**config.mk**
```make
export PLATFORM = sky130hd
export DESIGN_NAME = wb_rtc
export DESIGN_NICKNAME = d
export VERILOG_FILES = /design/src/rtl/rtc_pkg.sv /design/src/rtl/rtc_prescaler.sv /design/src/rtl/wb_rtc.sv
export SDC_FILE = /design/constraint.sdc
export NUM_CORES = 1
export LEC_CHECK = 0
export CORE_AREA = 10 10 126 128
export DETAILED_ROUTE_END_ITERATION = 6
export DIE_AREA = 0 0 136 138
export PLACE_DENSITY = 0.89
export REMOVE_ABC_BUFFERS = 1
export SKIP_LAST_GASP = 1
export SYNTH_ARGS = -nofsm -noshare
export SYNTH_HDL_FRONTEND = slang
export SYNTH_SLANG_ARGS = --single-unit
```
**constraint.sdc**
```tcl
create_clock -name i_clk -period 7.74 [get_ports i_clk]
set_clock_uncertainty 0.05 [all_clocks]
set_input_delay 2.322 -clock i_clk [delete_from_list [all_inputs] [get_ports i_clk]]
set_output_delay 2.322 -clock i_clk [all_outputs]
set_load 0.02 [all_outputs]
```
**src/rtl/rtc_pkg.sv**
```systemverilog
// Shared definitions for the Wishbone real-time clock: register map, bit fields,
// bus access-size encoding and the handshake state type.
package rtc_pkg;

  localparam logic [1:0] RTC_CTRL    = 2'd0;
  localparam logic [1:0] RTC_DIV     = 2'd1;
  localparam logic [1:0] RTC_SECONDS = 2'd2;
  localparam logic [1:0] RTC_STATUS  = 2'd3;

  localparam int CTRL_EN_BIT     = 0;
  localparam int STATUS_PEND_BIT = 0;

  // i_wb_sel[1:0] access size, common to the whole data bus
  localparam logic [1:0] SIZE_BYTE = 2'b00;
  localparam logic [1:0] SIZE_HALF = 2'b01;
  localparam logic [1:0] SIZE_WORD = 2'b10;

  typedef enum logic {
    IDLE = 1'b0,
    RESP = 1'b1
  } wb_state_t;

endpackage

```
**src/rtl/rtc_prescaler.sv**
```systemverilog
// Prescaler: counts enabled clock cycles and strobes tick when the divider is reached.
// tick is combinational so the parent can update its registers on the same edge.
module rtc_prescaler #(
  parameter int XLEN = 32
) (
  input  logic            clk,
  input  logic            rst,
  input  logic            en,
  input  logic [XLEN-1:0] div,
  input  logic            clear,
  output logic            tick
);

  logic [XLEN-1:0] count;
  logic [XLEN-1:0] limit;

  // A divider of 0 behaves like 1; >= keeps a shrunken divider from skipping a tick
  assign limit = (div == '0) ? '0 : div - XLEN'(1);
  assign tick  = en && (count >= limit);

  always_ff @(posedge clk or posedge rst) begin
    if (rst) begin
      count <= '0;
    end else if (clear || tick) begin
      count <= '0;
    end else if (en) begin
      count <= count + XLEN'(1);
    end
  end

endmodule

```
**src/rtl/wb_rtc.sv**
```systemverilog
// Wishbone-style pipelined responder holding the RTC registers and the
// IDLE/RESP handshake; the prescaler supplies the per-second strobe.
module wb_rtc
  import rtc_pkg::*;
#(
  parameter int          XLEN        = 32,
  parameter int unsigned DEFAULT_DIV = 1000000
) (
  input  logic            i_clk,
  input  logic            i_reset,
  input  logic            i_wb_stb,
  input  logic [XLEN-1:0] i_addr,
  input  logic [XLEN-1:0] i_data,
  input  logic            i_wb_we,
  input  logic [2:0]      i_wb_sel,
  output logic [XLEN-1:0] o_wb_data,
  output logic            o_wb_stall,
  output logic            o_wb_ack,
  output logic            o_tick
);

  wb_state_t       state_q, state_d;
  logic            accept;
  logic            ctrl_en;
  logic [XLEN-1:0] div_q;
  logic [XLEN-1:0] seconds_q;
  logic            pend_q;
  logic            tick_q;
  logic [XLEN-1:0] rdata_q;
  logic [XLEN-1:0] rd_value;
  logic            fire;
  logic [1:0]      reg_sel;
  logic            aligned;
  logic            wr_ok;
  logic            wr_ctrl, wr_div, wr_seconds, wr_status;
  logic            unused_ok;

  assign reg_sel   = i_addr[3:2];
  assign aligned   = (i_addr[1:0] == 2'b00);
  assign unused_ok = ^{i_addr[XLEN-1:4], i_wb_sel[2]};

  assign wr_ok      = accept && i_wb_we && (i_wb_sel[1:0] == SIZE_WORD) && aligned;
  assign wr_ctrl    = wr_ok && (reg_sel == RTC_CTRL);
  assign wr_div     = wr_ok && (reg_sel == RTC_DIV);
  assign wr_seconds = wr_ok && (reg_sel == RTC_SECONDS);
  assign wr_status  = wr_ok && (reg_sel == RTC_STATUS);

  rtc_prescaler #(.XLEN(XLEN)) u_prescaler (
    .clk   (i_clk),
    .rst   (i_reset),
    .en    (ctrl_en),
    .div   (div_q),
    .clear (wr_seconds),
    .tick  (fire)
  );

  always_ff @(posedge i_clk or posedge i_reset) begin
    if (i_reset) begin
      state_q <= IDLE;
    end else begin
      state_q <= state_d;
    end
  end

  always_comb begin
    state_d    = state_q;
    accept     = 1'b0;
    o_wb_ack   = 1'b0;
    o_wb_stall = 1'b0;
    case (state_q)
      IDLE: begin
        if (i_wb_stb) begin
          accept  = 1'b1;
          state_d = RESP;
        end
      end
      RESP: begin
        o_wb_ack   = 1'b1;
        o_wb_stall = 1'b1;
        state_d    = IDLE;
      end
      default: state_d = IDLE;
    endcase
  end

  // Read data is snapshotted at acceptance, so a tick during RESP is not visible
  always_comb begin
    rd_value = '0;
    if (aligned) begin
      case (reg_sel)
        RTC_CTRL:    rd_value[CTRL_EN_BIT]     = ctrl_en;
        RTC_DIV:     rd_value                  = div_q;
        RTC_SECONDS: rd_value                  = seconds_q;
        RTC_STATUS:  rd_value[STATUS_PEND_BIT] = pend_q;
        default:     rd_value                  = '0;
      endcase
    end
  end

  // A bus write beats the increment on SECONDS, but a tick beats the PEND clear
  always_ff @(posedge i_clk or posedge i_reset) begin
    if (i_reset) begin
      ctrl_en   <= 1'b0;
      div_q     <= XLEN'(DEFAULT_DIV);
      seconds_q <= '0;
      pend_q    <= 1'b0;
      tick_q    <= 1'b0;
      rdata_q   <= '0;
    end else begin
      tick_q <= fire;
      if (wr_ctrl) begin
        ctrl_en <= i_data[CTRL_EN_BIT];
      end
      if (wr_div) begin
        div_q <= i_data;
      end
      if (wr_seconds) begin
        seconds_q <= i_data;
      end else if (fire) begin
        seconds_q <= seconds_q + XLEN'(1);
      end
      if (fire) begin
        pend_q <= 1'b1;
      end else if (wr_status && i_data[STATUS_PEND_BIT]) begin
        pend_q <= 1'b0;
      end
      if (accept) begin
        rdata_q <= rd_value;
      end
    end
  end

  assign o_wb_data = o_wb_ack ? rdata_q : '0;
  assign o_tick    = tick_q;

endmodule

```
==> impl_metrics.tcl, run 1 <==
set metrics [dict create \
    p_leak_uw 0.00426 \
    fin_crit_sh_pct 85.4 \
    overflow 0 \
    fill_cells 937 \
    clk_latency_ns 0.43 \
    n_antenna_cell 0 \
    area_growth_pct 19.7 \
    setup-violations-final 0 \
    wl_mm 21.7 \
    max_cap_viol_count 0 \
    route.detailed.drc 1 \
    synth.avg_cell_area_um2 9.13 \
    dr.pass1.iters 7 \
    dr_wl_met2_mm 10.8 \
    synth_cell_types 57 \
    final_cells 1118 \
    ys_seq_area_share_pct 42.1 \
    clock-root-buffer "clkbuf_16" \
    coreArea_um2 13500 \
    path_clk_slew_ns 0.06 \
    cp_cell_sequence "or4_4, nor4_4, nand2b_2, or4_1, or4_1, and2_1, ha_1, nand2b_1, a2111oi_0, or4_1, a31oi_1, o21ai_1, buf_4, or4b_2, nand3_1" \
    gp_congestion 0.870 \
    cp.required_ns 8.06 \
    clockBufferDepth 2 \
    postCtsHoldBufs 0 \
    synth_edf_count 0 \
    grt.total_usage_pct 23.3 \
    wl_met1_mm 8.56 \
    rsz0062_at_grt "no" \
    mostFrequentLayoutCell "nand2_1" \
    final.min_clock_period_ns 6.61 \
    ys_async_sr_fraction_pct 100 \
    p_per_area_nw_per_um2 230 \
    cpPeakStageDelay_ns 0.97 \
    syn_area_um2 7870 \
    path_common_cell "or4_1" \
    synth_top_area_share_pct 39.8 \
    hold_slack_ns 0.421 \
    place_hpwl_mm 13.9 \
    synth-seq-cells 132 \
    yosys_warnings 0 \
    max-slew-margin-rel_pct 15.9 \
    status "finished, violations left" \
    row_count 43 \
    antenna_left 0 \
    post_cts_buffers 0 \
    cts_tree "built" \
    grt_max_degree 85 \
    initial_utilization_pct 58.3 \
    top_layer "met4" \
    critical_path_buf_inv_count 1 \
    grt_pass1_wl_mm 35.8 \
    finalPower_uw 2160 \
    start_kind "flop" \
    nets 1037 \
    hp-class "reg2reg" \
    die_w_um 136 \
    ys.flop_type "dfrtp_1" \
    io_buffers 76 \
    max-vdd-ir-drop_v 0.000137 \
    crit_family "simple AND/OR/NAND/NOR gates" \
    htreeDepth 4 \
    crit_arrival_ns 6.93 \
    die_h_um 138 \
    slew_violations 0 \
    synth_top_area_cell "dfrtp_1" \
    synthTopCellsByArea "dfrtp_1, ha_1, nand2_1, xor2_1, mux2_2" \
    violations "DRC" \
    utilization_pct 69.7 \
    final_hold_viol_count 0 \
    vias_per_cell 6.30 \
    end_kind "flop" \
    dr_wl_met3_mm 1.72 \
    antenna_found_initial 0 \
    numClockSinks 132 \
    place_inst 1086 \
    io_pins 106 \
    slowest_stage "or4_1" \
    wl_per_cell_um 19.4 \
    numCtsBuffers 17 \
    final_cell_mix "nand2_1, dfrtp_1, clkdlybuf4s50_1" \
    grt_pass1_vias 7002 \
    fp.dieArea_um2 18800 \
    cts_resized 0 \
    first_iter_violations 943 \
    worst_slew_pin_slew_ns 1.26 \
    fin_tns_setup_ns 0 \
    path_max_fanout 32 \
    vias 7042 \
    drive_gt1_share_pct 9.91 \
    postSynthCellCount 862 \
    worstSetupPathType "reg2reg" \
    fmax_mhz 151 \
]
layout make-up:
class,count,area (um2),share of cell area (%)
Sequential cell,132,3310,35.2
Tap cell,180,225,2.39
Inverter,18,70.1,0.744
Timing Repair Buffer,88,851,9.04
Clock buffer,21,470,5.00
Clock inverter,11,175,1.86
Multi-Input combinational cell,668,4310,45.8
Yosys cell counts, drive strengths merged, types with 2 or more instances:
library cell and n:
or2 2, a22oi 33, o41ai 2, xor2 51
ha 41, o211ai 11, a31oi 5, nand2b 5
nand3 39, o21ai 65, mux2 33, o311ai 3
or4 16, inv 18, and4 8, and3 14
xnor2 20, clkbuf 32, or3 5, a21boi 2
a221oi 2, nand4b 3, dfstp 7, nand4 14
a21oi 25, nand2 127, dfrtp 125, nor2 68
buf 12, and2 36, nor3 12, nor4 10
logic make-up (layout without fill, tap and decap cells):
logic type      count (synthesis)  count (layout)  synth area share, %
mux                            34              34                 4.85
simple gates                  365             365                 23.2
buf+inv                        62             138                 3.15
compound gates                157             157                 12.3
flops                         132             132                 42.1
xor+xnor                       71              71                 7.90
fa+ha+maj                      41              41                 6.52
layer usage:
metal	GRT usage (%)	vias to the layer above
met5	0	-
met3	4.31	64
met4	11.2	0
li1	-	3189
met1	28.6	3399
met2	38.5	390
registers in the layout, indices dropped and copies added, names as in the netlist:
name               flops
o_tick                 1
state_q                1
rdata_q               32
div_q                 32
pend_q                 1
u_prescaler.count     32
ctrl_en                1
seconds_q             32
through the flow:
stage / instance area (um2) / worst slack [ns]
finish: 9420 / 1.13
detailed placement: 8770 / 1.36
global route: 9420 / 0.981
floorplan: 7690 / 1.85
CTS: 9420 / 1.27
global placement: 8770 / 1.54
report_power, final:
group	total (uW)	switching [uW]	internal, uW	leakage, uW
Combinational	490	291	199	0.00231
Clock	883	318	566	0.000309
Sequential	790	61.5	728	0.00165
Total	2160	670	1490	0.00426
path summary, 6_finish.rpt:
check	start	endpoint	slack, ns	cells past startpoint
setup / recovery	div_q[20]	seconds_q[29]	1.13	15
hold / removal	rdata_q[31]	rdata_q[31]	0.42	2
setup reg to reg	div_q[20]	seconds_q[29]	1.13	15
hold reg to reg	rdata_q[31]	rdata_q[31]	0.42	2
max in group asynchronous	i_reset	div_q[31]	3.98	3
min in group asynchronous	i_reset	rdata_q[4]	2.42	2
worst register-to-register path: stages, from the launching register on:
cell and delay (ns):
dfrtp_1 0.45, or4_4 0.60, nor4_4 0.20, nand2b_2 0.13
or4_1 0.45, or4_1 0.97, and2_1 0.36, ha_1 0.27
nand2b_1 0.11, a2111oi_0 0.11, or4_1 0.53, a31oi_1 0.90
o21ai_1 0.38, buf_4 0.30, or4b_2 0.65, nand3_1 0.10
(Power assumes the default switching activity.)
==> run 2, diff against run 1 <==
--- a/config.mk
+++ b/config.mk
@@ -5,12 +5,13 @@
 export SDC_FILE = /design/constraint.sdc
 export NUM_CORES = 1
 export LEC_CHECK = 0
-export CORE_AREA = 10 10 126 128
+export CORE_AREA = 10 10 128 130
 export DETAILED_ROUTE_END_ITERATION = 6
-export DIE_AREA = 0 0 136 138
+export DIE_AREA = 0 0 138 140
 export PLACE_DENSITY = 0.89
 export REMOVE_ABC_BUFFERS = 1
 export SKIP_LAST_GASP = 1
 export SYNTH_ARGS = -nofsm -noshare
 export SYNTH_HDL_FRONTEND = slang
+export SYNTH_HIERARCHICAL = 1
 export SYNTH_SLANG_ARGS = --single-unit
==> impl_metrics.tcl, run 2 <==
set metrics [dict create \
    fmax_mhz 168 \
    grt_max_degree 86 \
    initial_utilization_pct 59.6 \
    numClockSinks 132 \
    drive_gt1_share_pct 10.3 \
    crit_arrival_ns 6.19 \
    path_max_fanout 33 \
    nets 1021 \
    place_hpwl_mm 14.1 \
    area_growth_pct 17.4 \
    dr.pass1.iters 5 \
    antenna_found_initial 1 \
    final.min_clock_period_ns 5.95 \
    wl_mm 21.0 \
    synth_top_area_share_pct 38.1 \
    first_iter_violations 774 \
    worstHoldPathCells 2 \
    end_kind "flop" \
    rsz0062_at_grt "no" \
    critical_path_buf_inv_count 1 \
    gp_congestion 0.888 \
    antenna_left 0 \
    cts_tree "built" \
    hp-start "rdata_q[30]" \
    path_clk_slew_ns 0.06 \
    synth_cell_types 63 \
    final_cells 1102 \
    htreeDepth 4 \
    final_cell_mix "nand2_1, dfrtp_1, clkdlybuf4s50_1" \
    p_leak_uw 0.00418 \
    r2r_cells 17 \
    start_kind "flop" \
    max-vdd-ir-drop_v 0.000164 \
    synth_edf_count 0 \
    vias 6817 \
    worst_slew_pin_slew_ns 1.09 \
    io_pins 106 \
    grt_pass1_wl_mm 34.3 \
    route.detailed.drc 0 \
    fin_ws_ns 1.79 \
    numCtsBuffers 17 \
    overflow 0 \
    slowest_stage "nor4_2" \
    fin_tns_setup_ns 0 \
    postCtsHoldBufs 0 \
    p_per_area_nw_per_um2 221 \
    fin_crit_sh_pct 76.9 \
    clk_latency_ns 0.43 \
    place_inst 1070 \
    synth.avg_cell_area_um2 9.67 \
    coreArea_um2 13800 \
    yosys_warnings 6 \
    status "complete, no violations" \
    worstSetupPathType "reg2reg" \
    ys_seq_area_share_pct 40.4 \
    post_cts_buffers 0 \
    mostFrequentLayoutCell "nand2_1" \
    n_antenna_cell 0 \
    clock-root-buffer "clkbuf_16" \
    synthTopCellsByCount "nand2_1, dfrtp_1, xor2_1" \
    io_buffers 76 \
    fill_cells 1018 \
    wl_per_cell_um 19.1 \
    max_cap_viol_count 0 \
    setup-violations-final 0 \
    die_w_um 138 \
    hp-class "reg2reg" \
    postSynthCellCount 848 \
    max-slew-margin-rel_pct 27.3 \
    startpoint "div_q[11]" \
    crit_family "simple AND/OR/NAND/NOR gates" \
    clockBufferDepth 2 \
    cp.required_ns 7.98 \
    row_count 43 \
    ys_async_sr_fraction_pct 100 \
    utilization_pct 69.9 \
    cp_cell_sequence "or4_4, nand4b_4, nor2_2, nand4_2, a31oi_1, ha_1, and4_1, and4bb_2, nand2_1, o22ai_2, buf_4, or2_2, nand4_2, nor4_2, nand3_1, xor2_1, o21ai_1" \
    synth_top_area_cell "dfrtp_1" \
    cts_resized 0 \
    slew_violations 0 \
    fp.dieArea_um2 19300 \
    rr_startpoint "div_q[11]" \
    grt_pass1_vias 6724 \
    yosysMostFrequentCell "nand2_1" \
    grt.total_usage_pct 21.1 \
    syn_area_um2 8200 \
    ys.flop_type "dfrtp_1" \
    path_depth 17 \
    synthTopCellsByArea "dfrtp_1, xor2_1, ha_1, nand2_1, mux2_1" \
    cpPeakStageDelay_ns 0.68 \
    die_h_um 140 \
    synth-seq-cells 132 \
    path_common_cell "nand4_2" \
    final_hold_viol_count 0 \
    dp_slack_ns 1.95 \
    vias_per_cell 6.19 \
]
## run 2: tightest hold or removal path, stage by stage, from the launching register on
cell and delay [ns]:
dfrtp_1 0.34, nand2_1 0.04, o21ai_0 0.06
## run 2: path summary, 6_finish.rpt
path,endpoint,slack (ns)
worst min-delay path,rdata_q[30],0.42
worst min register to register,rdata_q[30],0.42
worst max register to register,seconds_q[31],1.79
min in group asynchronous,rdata_q[0],2.15
max in group asynchronous,seconds_q[6],4.19
worst max-delay path,seconds_q[31],1.79
## run 2: cell families after synthesis
| logic type | share of synthesized area, % |
|---|---|
| and+or+nand+nor | 25.2 |
| AOI/OAI and AO/OA | 10.7 |
| DFF | 40.4 |
| xor gates and xnor gates | 8.97 |
| buffers and inverters | 3.55 |
| adders and majority gates | 6.25 |
| muxes | 4.90 |
## run 2: area by class of cell
type	count	area, um2	area share [%]
clock inverter	12	156	1.62
inverter	16	62.6	0.650
timing repair buffer	84	821	8.52
multi-input combinational	658	4610	47.8
tap	180	225	2.34
sequential	132	3310	34.4
clock buffer	20	447	4.64
## run 2: per-layer routing
metal / routed length (um) / vias to the layer above / track usage [%]
met3: 1330 / 25 / 5.04
li1: - / 3165 / -
met4: 238 / 0 / 5.60
met5: 0 / - / 0
met2: 10700 / 264 / 35.8
met1: 8760 / 3363 / 26.3
## run 2: per-stage QoR
step                      hold slack (ns)  instance area [um2]  power (uW)
after floorplan                     0.392                 7970        1160
after global placement              0.404                 9030        1280
after detailed placement            0.412                 9030        1300
after CTS                           0.425                 9630        2130
after global routing                0.444                 9630        2230
final                               0.420                 9630        2130
## run 2: power by group
part	switching [uW]	leakage, uW	total, uW	internal, uW
sequential	65.8	0.00166	800	734
clock	309	0.000283	824	515
combinational	289	0.00224	505	217
total	663	0.00418	2130	1470
==> run 3, diff against run 2 <==
--- a/config.mk
+++ b/config.mk
@@ -5,10 +5,10 @@
 export SDC_FILE = /design/constraint.sdc
 export NUM_CORES = 1
 export LEC_CHECK = 0
-export CORE_AREA = 10 10 128 130
+export CORE_AREA = 10 10 138 140
 export DETAILED_ROUTE_END_ITERATION = 6
-export DIE_AREA = 0 0 138 140
-export PLACE_DENSITY = 0.89
+export DIE_AREA = 0 0 148 150
+export PLACE_DENSITY = 0.81
 export REMOVE_ABC_BUFFERS = 1
 export SKIP_LAST_GASP = 1
 export SYNTH_ARGS = -nofsm -noshare
==> constraint.sdc (replaced) <==
create_clock -name i_clk -period 5.2 [get_ports i_clk]
set_clock_uncertainty 0.05 [all_clocks]
set_input_delay 1.56 -clock i_clk [delete_from_list [all_inputs] [get_ports i_clk]]
set_output_delay 1.56 -clock i_clk [all_outputs]
set_load 0.02 [all_outputs]
==> impl_metrics.tcl, run 3 (synthesis results as in run 2) <==
set metrics [dict create \
    clock_power_share_pct 37.9 \
    final.min_clock_period_ns 4.93 \
    cp.required_ns 5.44 \
    slowest_stage "nor4_4" \
    path_clk_slew_ns 0.06 \
    post_cts_buffers 0 \
    hp-class "reg2reg" \
    grt.total_usage_pct 19.3 \
    max-vdd-ir-drop_v 0.000314 \
    ff_latch_area_um2 3310 \
    route.detailed.drc 0 \
    path_depth 16 \
    fin_ws_ns 0.270 \
    die_h_um 150 \
    final_hold_viol_count 0 \
    p_int_uw 2160 \
    fill_cells 1369 \
    cpPeakStageDelay_ns 0.61 \
    numClockSinks 132 \
    nets 1027 \
    p_leak_uw 0.00421 \
    fin_crit_sh_pct 94.8 \
    grt_pass1_vias 7032 \
    antenna_left 0 \
    antenna_found_initial 0 \
    die_w_um 148 \
    max_cap_viol_count 0 \
    clockBufferDepth 2 \
    area_growth_pct 18.5 \
    place_area_um2 9110 \
    slew_violations 0 \
    mostFrequentLayoutCell "nand2_1" \
    rsz0062_at_grt "no" \
    worst_slew_pin_slew_ns 1.10 \
    multi_input_area_um2 4610 \
    setup-violations-final 0 \
    crit_arrival_ns 5.17 \
    initial_utilization_pct 50.2 \
    final_cells 1148 \
    fin_tns_setup_ns 0 \
    worstSetupPathType "reg2reg" \
    comb_power_share_pct 24.3 \
    gp_congestion 0.866 \
    cts_resized 0 \
    grt_pass1_wl_mm 35.4 \
    overflow 0 \
    path_max_fanout 7 \
    final_cell_mix "nand2_1, dfrtp_1, clkdlybuf4s50_1" \
    end_kind "flop" \
    start_kind "flop" \
    dr.pass1.iters 5 \
    utilization_pct 59.5 \
    numCtsBuffers 17 \
    place_inst 1115 \
    row_count 47 \
    cts_tree "built" \
    switchingPower_uw 992 \
    fmax_mhz 203 \
    wl_mm 21.0 \
    status "complete, no violations" \
    clk_latency_ns 0.43 \
    grt_max_degree 65 \
    vias_per_cell 5.83 \
    critical_path_buf_inv_count 0 \
    max-slew-margin-rel_pct 26.3 \
    place_hpwl_mm 14.6 \
    coreArea_um2 16300 \
    postCtsHoldBufs 0 \
    first_iter_violations 502 \
    cp_cell_sequence "or4_4, nand4b_4, and4bb_4, nand2_1, mux2i_1, ha_1, and4_1, and4bb_2, a32oi_1, o21ai_0, or2_2, nand4_2, nor4_4, nand4_1, xor2_1, o21ai_1" \
    fin_area_um2 9720 \
    wl_per_cell_um 18.3 \
    htreeDepth 4 \
    fp.dieArea_um2 22200 \
    dp_slack_ns 0.275 \
    vias 6693 \
    r2r_cells 16 \
    io_pins 106 \
    p_per_area_nw_per_um2 324 \
    clock-root-buffer "clkbuf_16" \
    seqPwrFrac_pct 37.7 \
    crit_family "simple AND/OR/NAND/NOR gates" \
    io_buffers 76 \
    drive_gt1_share_pct 10.8 \
    p_sw_share_pct 31.5 \
    worstHoldPathCells 2 \
    n_antenna_cell 0 \
]
[run 3: changes by cell type in the layout (fill, tap and decap cells not counted)]
cell	before	now
clkbuf_8	1	2
clkbuf_1	2	3
bufinv_16	3	2
clkinv_2	2	1
buf_4	8	13
buf_12	0	1
clkinv_4	2	0
inv_6	1	3
[run 3: area by class of cell]
cell class	instances	share of cell area (%)
multi-input combinational	658	47.4
sequential	132	34.1
timing repair buffer	90	9.04
clock buffer	22	4.78
tap	220	2.83
clock inverter	10	1.25
inverter	16	0.644
[run 3: worst paths after layout]
path                       slack (ns)             to        start
max                              0.27  seconds_q[19]    div_q[11]
min                              0.42    rdata_q[15]  rdata_q[15]
max reg2reg                      0.27  seconds_q[19]    div_q[11]
min reg2reg                      0.42    rdata_q[15]  rdata_q[15]
max in group asynchronous        2.65       div_q[6]      i_reset
min in group asynchronous        1.57      div_q[31]      i_reset
[run 3: routing by layer]
layer	vias up	wire [um]	global-route usage (%)
li1	3174	-	-
met1	3308	8930	23.8
met2	192	10700	33.1
met3	19	1180	4.59
met4	0	233	5.55
met5	-	0	0
[run 3: worst register-to-register path, delay by kind of cell (launching register included)]
kind,cells,cell delay [ns]
multiplexers,1,0.15
adder cells (fa/ha/maj),1,0.31
AO/OA/AOI/OAI,3,0.32
AND/OR/NAND/NOR,10,3.32
flip-flops,1,0.45
XOR/XNOR,1,0.18
[run 3: per-stage QoR]
stage / power (uW) / hold WS (ns)
global route: 3310 / 0.455
detailed placement: 1950 / 0.413
CTS: 3160 / 0.426
floorplan: 1730 / 0.392
global placement: 1920 / 0.403
finish: 3150 / 0.425
[run 3: power groups by stage]
stage	logic, uW	clock network (uW)	registers, uW
2_1_floorplan	558	0	1180
3_3_place_gp	719	0	1200
3_5_place_dp	748	0	1200
4_1_cts	763	1210	1190
5_1_grt	851	1260	1200
6_report	766	1200	1190
